--- src/rtl/fifo_wptr_full_ctrl_pkg.sv ---
`default_nettype none
// ============================================================================
// Module   : fifo_wptr_full_ctrl_pkg
// Brief    : Shared write-side FIFO controller types (FSM state encoding).
// Revision : 1.0 - initial release
// ============================================================================
package fifo_wptr_full_ctrl_pkg;

    typedef enum logic [1:0] {
        RUN  = 2'd0,
        FULL = 2'd1,
        HOLD = 2'd2
    } state_e;

endpackage
`default_nettype wire

--- src/rtl/fifo_gray2bin.sv ---
`default_nettype none
// ============================================================================
// Module   : fifo_gray2bin
// Brief    : Combinational Gray-to-binary converter (XOR prefix from the MSB).
// Revision : 1.0 - initial release
// ============================================================================
module fifo_gray2bin #(
    parameter int WIDTH = 5
) (
    input  logic [WIDTH-1:0] i_gray,
    output logic [WIDTH-1:0] o_bin
);

    // Each binary bit is the parity of all Gray bits at or above it.
    for (genvar i = 0; i < WIDTH; i++) begin : g_xor
        assign o_bin[i] = ^i_gray[WIDTH-1:i];
    end

endmodule
`default_nettype wire

--- src/rtl/fifo_wptr_full_ctrl.sv ---
`default_nettype none
// ============================================================================
// Module   : fifo_wptr_full_ctrl
// Brief    : Async FIFO write-side controller: pointers, full/almost-full,
//            conservative fill level and sticky overflow.
// Revision : 1.0 - initial release
// ============================================================================
module fifo_wptr_full_ctrl
    import fifo_wptr_full_ctrl_pkg::*;
#(
    parameter int ADDR_BITS   = 4,
    parameter int AF_MARGIN   = 2,
    parameter bit STOP_ON_OVF = 1'b1
) (
    input  logic                 w_clk,
    input  logic                 w_rst,
    input  logic                 w_en,
    input  logic                 w_err_clr,
    input  logic [ADDR_BITS:0]   ff2_r_ptr,
    output logic [ADDR_BITS:0]   w_ptr,
    output logic [ADDR_BITS-1:0] w_addr,
    output logic                 mem_we,
    output logic                 w_full,
    output logic                 w_almost_full,
    output logic [ADDR_BITS:0]   w_level,
    output logic                 w_overflow
);

    localparam int PTR_W = ADDR_BITS + 1;
    localparam int DEPTH = 1 << ADDR_BITS;
    localparam logic [PTR_W-1:0] c_af_thresh = PTR_W'(DEPTH - AF_MARGIN);

    logic [PTR_W-1:0] wbin_q, wbin_d;
    logic [PTR_W-1:0] gray_q, gray_d;
    logic [PTR_W-1:0] level_q, level_d;
    logic             full_q, full_d;
    logic             af_q, af_d;
    logic             ovf_q, ovf_d;
    state_e           state_q, state_d;

    logic [PTR_W-1:0] w_rbin;
    logic [PTR_W-1:0] w_full_cmp;
    logic             w_accept;
    logic             w_drop;
    logic             w_full_next;

    fifo_gray2bin #(
        .WIDTH (PTR_W)
    ) u_rptr_g2b (
        .i_gray (ff2_r_ptr),
        .o_bin  (w_rbin)
    );

    // Full when the write pointer is exactly one lap ahead of the read pointer.
    assign w_full_cmp = {~ff2_r_ptr[PTR_W-1 -: 2], ff2_r_ptr[PTR_W-3:0]};

    always_comb begin
        w_accept    = w_en & ~full_q & (state_q != HOLD) & ~w_rst;
        w_drop      = w_en & ~w_accept;
        wbin_d      = wbin_q + PTR_W'(w_accept);
        gray_d      = wbin_d ^ (wbin_d >> 1);
        w_full_next = (gray_d == w_full_cmp);
        level_d     = wbin_d - w_rbin;
        af_d        = (level_d >= c_af_thresh);
        ovf_d       = w_drop | (ovf_q & ~w_err_clr);
        // While held, full stays frozen until software acknowledges the error.
        full_d      = ((state_q == HOLD) && !w_err_clr) ? full_q : w_full_next;

        state_d = state_q;
        case (state_q)
            RUN: begin
                if (w_drop && STOP_ON_OVF) state_d = HOLD;
                else if (w_full_next)      state_d = FULL;
            end
            FULL: begin
                if (w_drop && STOP_ON_OVF) state_d = HOLD;
                else if (!w_full_next)     state_d = RUN;
            end
            HOLD: begin
                if (w_err_clr) state_d = w_full_next ? FULL : RUN;
            end
            default: state_d = RUN;
        endcase
    end

    always_ff @(posedge w_clk) begin
        if (w_rst) begin
            wbin_q  <= '0;
            gray_q  <= '0;
            level_q <= '0;
            full_q  <= 1'b0;
            af_q    <= 1'b0;
            ovf_q   <= 1'b0;
            state_q <= RUN;
        end else begin
            wbin_q  <= wbin_d;
            gray_q  <= gray_d;
            level_q <= level_d;
            full_q  <= full_d;
            af_q    <= af_d;
            ovf_q   <= ovf_d;
            state_q <= state_d;
        end
    end

    assign w_ptr         = gray_q;
    assign w_addr        = wbin_q[ADDR_BITS-1:0];
    assign mem_we        = w_accept;
    assign w_full        = full_q;
    assign w_almost_full = af_q;
    assign w_level       = level_q;
    assign w_overflow    = ovf_q;

endmodule
`default_nettype wire

--- config.mk ---
export PLATFORM = sky130hd
export DESIGN_NAME = fifo_wptr_full_ctrl
export DESIGN_NICKNAME = d
export VERILOG_FILES = /design/src/rtl/fifo_wptr_full_ctrl_pkg.sv /design/src/rtl/fifo_gray2bin.sv /design/src/rtl/fifo_wptr_full_ctrl.sv
export SDC_FILE = /design/constraint.sdc
export NUM_CORES = 1
export LEC_CHECK = 0
export BUFFER_PORTS_ARGS = -buffer_cell sky130_fd_sc_hd__buf_2
export CAP_MARGIN = 20
export CORE_AREA = 2 2 51 53
export DETAILED_ROUTE_END_ITERATION = 16
export DIE_AREA = 0 0 53 55
export PLACE_DENSITY = 0.7
export SYNTH_ARGS = -nofsm -noshare
export SYNTH_HDL_FRONTEND = slang
export SYNTH_SLANG_ARGS = --single-unit
export TNS_END_PERCENT = 50
--- constraint.sdc ---
create_clock -name w_clk -period 3.1 [get_ports w_clk]
set_clock_uncertainty 0.05 [all_clocks]
set_input_delay 0.62 -clock w_clk [delete_from_list [all_inputs] [get_ports w_clk]]
set_output_delay 0.62 -clock w_clk [all_outputs]
set_load 0.05 [all_outputs]
==> results.md <==
- Path depth of the worst reg2reg path: 11
- IO Pins: 27
- # setup viols final: 0
- Synth area leader: dfxtp_1
- Rel. slew slack: 70.2%
- Drt wl/cell: 12.3 um
- Number of global-route vias before repair: 883
- Hold Crit Depth: 2
- CTS sink cnt: 19
- Setup slack after layout: 0.136 ns
- Hold Fails Final Rpt: 0
- First-pass GRT wire length: 3590 um
- Initial core utilization: 43.2%
- Startpoint types: flop
- VDD IR max: 0.000349 V
- Detailed-placement wirelength estimate: 1800 um
- Via density: 5.00
- Yosys warnings: 0
- Synthesized area: 1020 sq um
- IO buf count: 26
- Syn Area/Cell: 9.12 sq um
- Worst r2r dst: w_almost_full
- Layout area overhead: 31.6%
- CTS max path bufs: 2
- Gr ovfl total: 0
- Clk pin slew, worst setup/hold paths: 0.12 ns
- Max-Cap Viols: 0
- Worst-Skew Late Latency: 0.30 ns
- Die H: 55 um
- Site Rows: 18
- Yosys top cell area share: 37.3%
- Die W: 53 um
- Post-layout minimum cycle time: 2.96 ns
- Number of remaining DRC errors: 0
- Synth unique cells: 33
- Minimum setup slack among reg-to-reg paths: 0.14 ns
- Power, Total: 672 uW
- Sequential cell area fraction in the yosys report: 37.3%
- Initial antenna violation count: 0
- Pre-CTS WS: -0.157 ns
- Final worst path period share: 95.6%
- Launching point of the worst reg2reg path: state_q[1]
- Critical path arrival: 3.11 ns
- Run status: finished clean
- DRT antenna net count: 0
- CP Max Fanout: 3
- Final Max Tran Viols: 0
- Power Dens Cells: 500 nW/um^2
- EDFF count, synth: 0
- WHS Endpoint: w_overflow
- Gpl congestion: 0.756
- Root buffer cell: clkbuf_4
- Via count: 885
- H-Tree Depth: 1
- Hold Crit Class: reg2reg
- TritonCTS clock tree: done
- Pre-antenna DRT Iters: 4
- Largest net degree at the start of global routing: 16
- Hold Crit Start: w_overflow
- DIE AREA: 2920 sq um
- Critical setup path kind: reg2reg
- Slew at the pin closest to its max-slew limit: 0.446 ns
- Cell leakage power: 0.617 nW
- Cell area after layout: 1340 sq um
- Synth Instances: 112
- Setup Buffers After CTS: 0
- RSZ-0062 raised after global routing: false
- CORE AREA: 2360 sq um
- Main flop type after synthesis: dfxtp_1
- F_max: 337 MHz
- Iteration-0 DRC Markers: 9
- Layout Nets: 163
- Total Routing Usage GR: 17.3%
- Req. time, crit path: 3.25 ns
- Fraction of layout cells with a size suffix above 1: 36.7%
- Crit end category: flop
- Resized cells post-CTS: 0
- Routed WL: 2180 um
- Dpl cell area: 1320 sq um
- Antenna Cells: 0
- Largest cells by area after synthesis: dfxtp_1 (37%), xnor2_1 (9.4%), xor2_1 (7.7%)
- Cts bufs inserted: 3
- Ys async rst share: 0%
- CTS hold repair buffers: 0
- Post-synthesis register bit count: 19
- TNS Setup: 0 ns
- Syn nets: 127
layout make-up:
type,instances,area [sq um]
timing repair buffer,34,190
clock buffer,3,22.5
clock inverter,1,5.00
sequential,19,380
tap,30,37.5
inverter,7,26.3
fill,218,1020
multi-input combinational,83,682
cells in the mapped netlist (all sizes together) (2+ instances only):
master  instances
nand2b          3
a21o            2
xor2            9
dfxtp          19
nand2           5
a21oi           4
inv             7
xnor2          12
nor2           17
clkbuf          2
ha              5
and3            3
nand3           4
nor3            4
and2            2
o31ai           2
metrics by stage:
stage	instances	hold WS [ns]	utilization [%]
final	177	0.423	56.8
after global placement	173	0.404	55.7
after CTS	177	0.427	56.8
after floorplan	112	0.467	-
after detailed placement	173	0.410	55.7
after global routing	177	0.474	56.8
power breakdown:
part           internal, mW  switching [mW]
Combinational        0.0996           0.170
Clock                0.0481          0.0805
Sequential            0.267         0.00662
Total                 0.415           0.257
flip-flops by register name, indices dropped and copies added (netlist names):
signal,flops
w_level,5
wbin_q,5
w_ptr,4
state_q,2
w_almost_full,1
w_full,1
w_overflow,1
metal layers:
metal	global-route usage (%)	share of wire, %	vias up
met3	2.69	4.2	0
met4	6.41	0	0
met1	19.5	41	422
met5	0	0	-
li1	-	-	445
met2	32.9	54	18
logic make-up (layout without fill, tap and decap cells):
kind of cell               count (synthesis)  in the layout  share of synthesized area, %
adders and majority gates                  6              6                          8.09
DFF                                       19             19                          37.3
buffers and inverters                     10             45                          4.05
AOI/OAI and AO/OA                         14             14                          9.68
muxes                                      1              1                          1.10
xor gates and xnor gates                  21             21                          19.9
and+or+nand+nor                           41             41                          20.0
cells in the final DEF, fill, tap and decap left out, drive strengths merged:
cell,count
and2,2
clkbuf,3
a21o,2
xor2,9
a32o,1
fa,1
a31oi,1
nand3,4
nor3,4
o211ai,1
o31ai,2
nand2,5
or3b,1
nand2b,3
mux2,1
clkinv,1
inv,7
a2111o,1
and3,3
nor4b,1
a21oi,4
buf,34
nor2,17
o21ai,1
dfxtp,19
nor2b,1
a22oi,1
ha,5
xnor2,12
worst max path at each step:
stage	slack (ns)	from	cells after the start	to
final	0.14	state_q[1]	11	w_almost_full
after global routing	0.02	ff2_r_ptr[4]	12	w_almost_full
after CTS	0.14	ff2_r_ptr[4]	12	w_almost_full
after detailed placement	-0.16	ff2_r_ptr[4]	12	w_almost_full
after global placement	-0.12	ff2_r_ptr[4]	12	w_almost_full
after floorplan	-0.37	w_rst	11	w_almost_full
critical path: stages (launching register included):
cell	delay [ns]
dfxtp_1	0.37
nor2b_1	0.33
nor4b_4	0.10
ha_2	0.37
inv_2	0.07
ha_4	0.16
fa_2	0.39
inv_1	0.06
a21o_2	0.14
or3b_4	0.38
a21o_1	0.19
a32o_1	0.25
(Power assumes the default switching activity.)
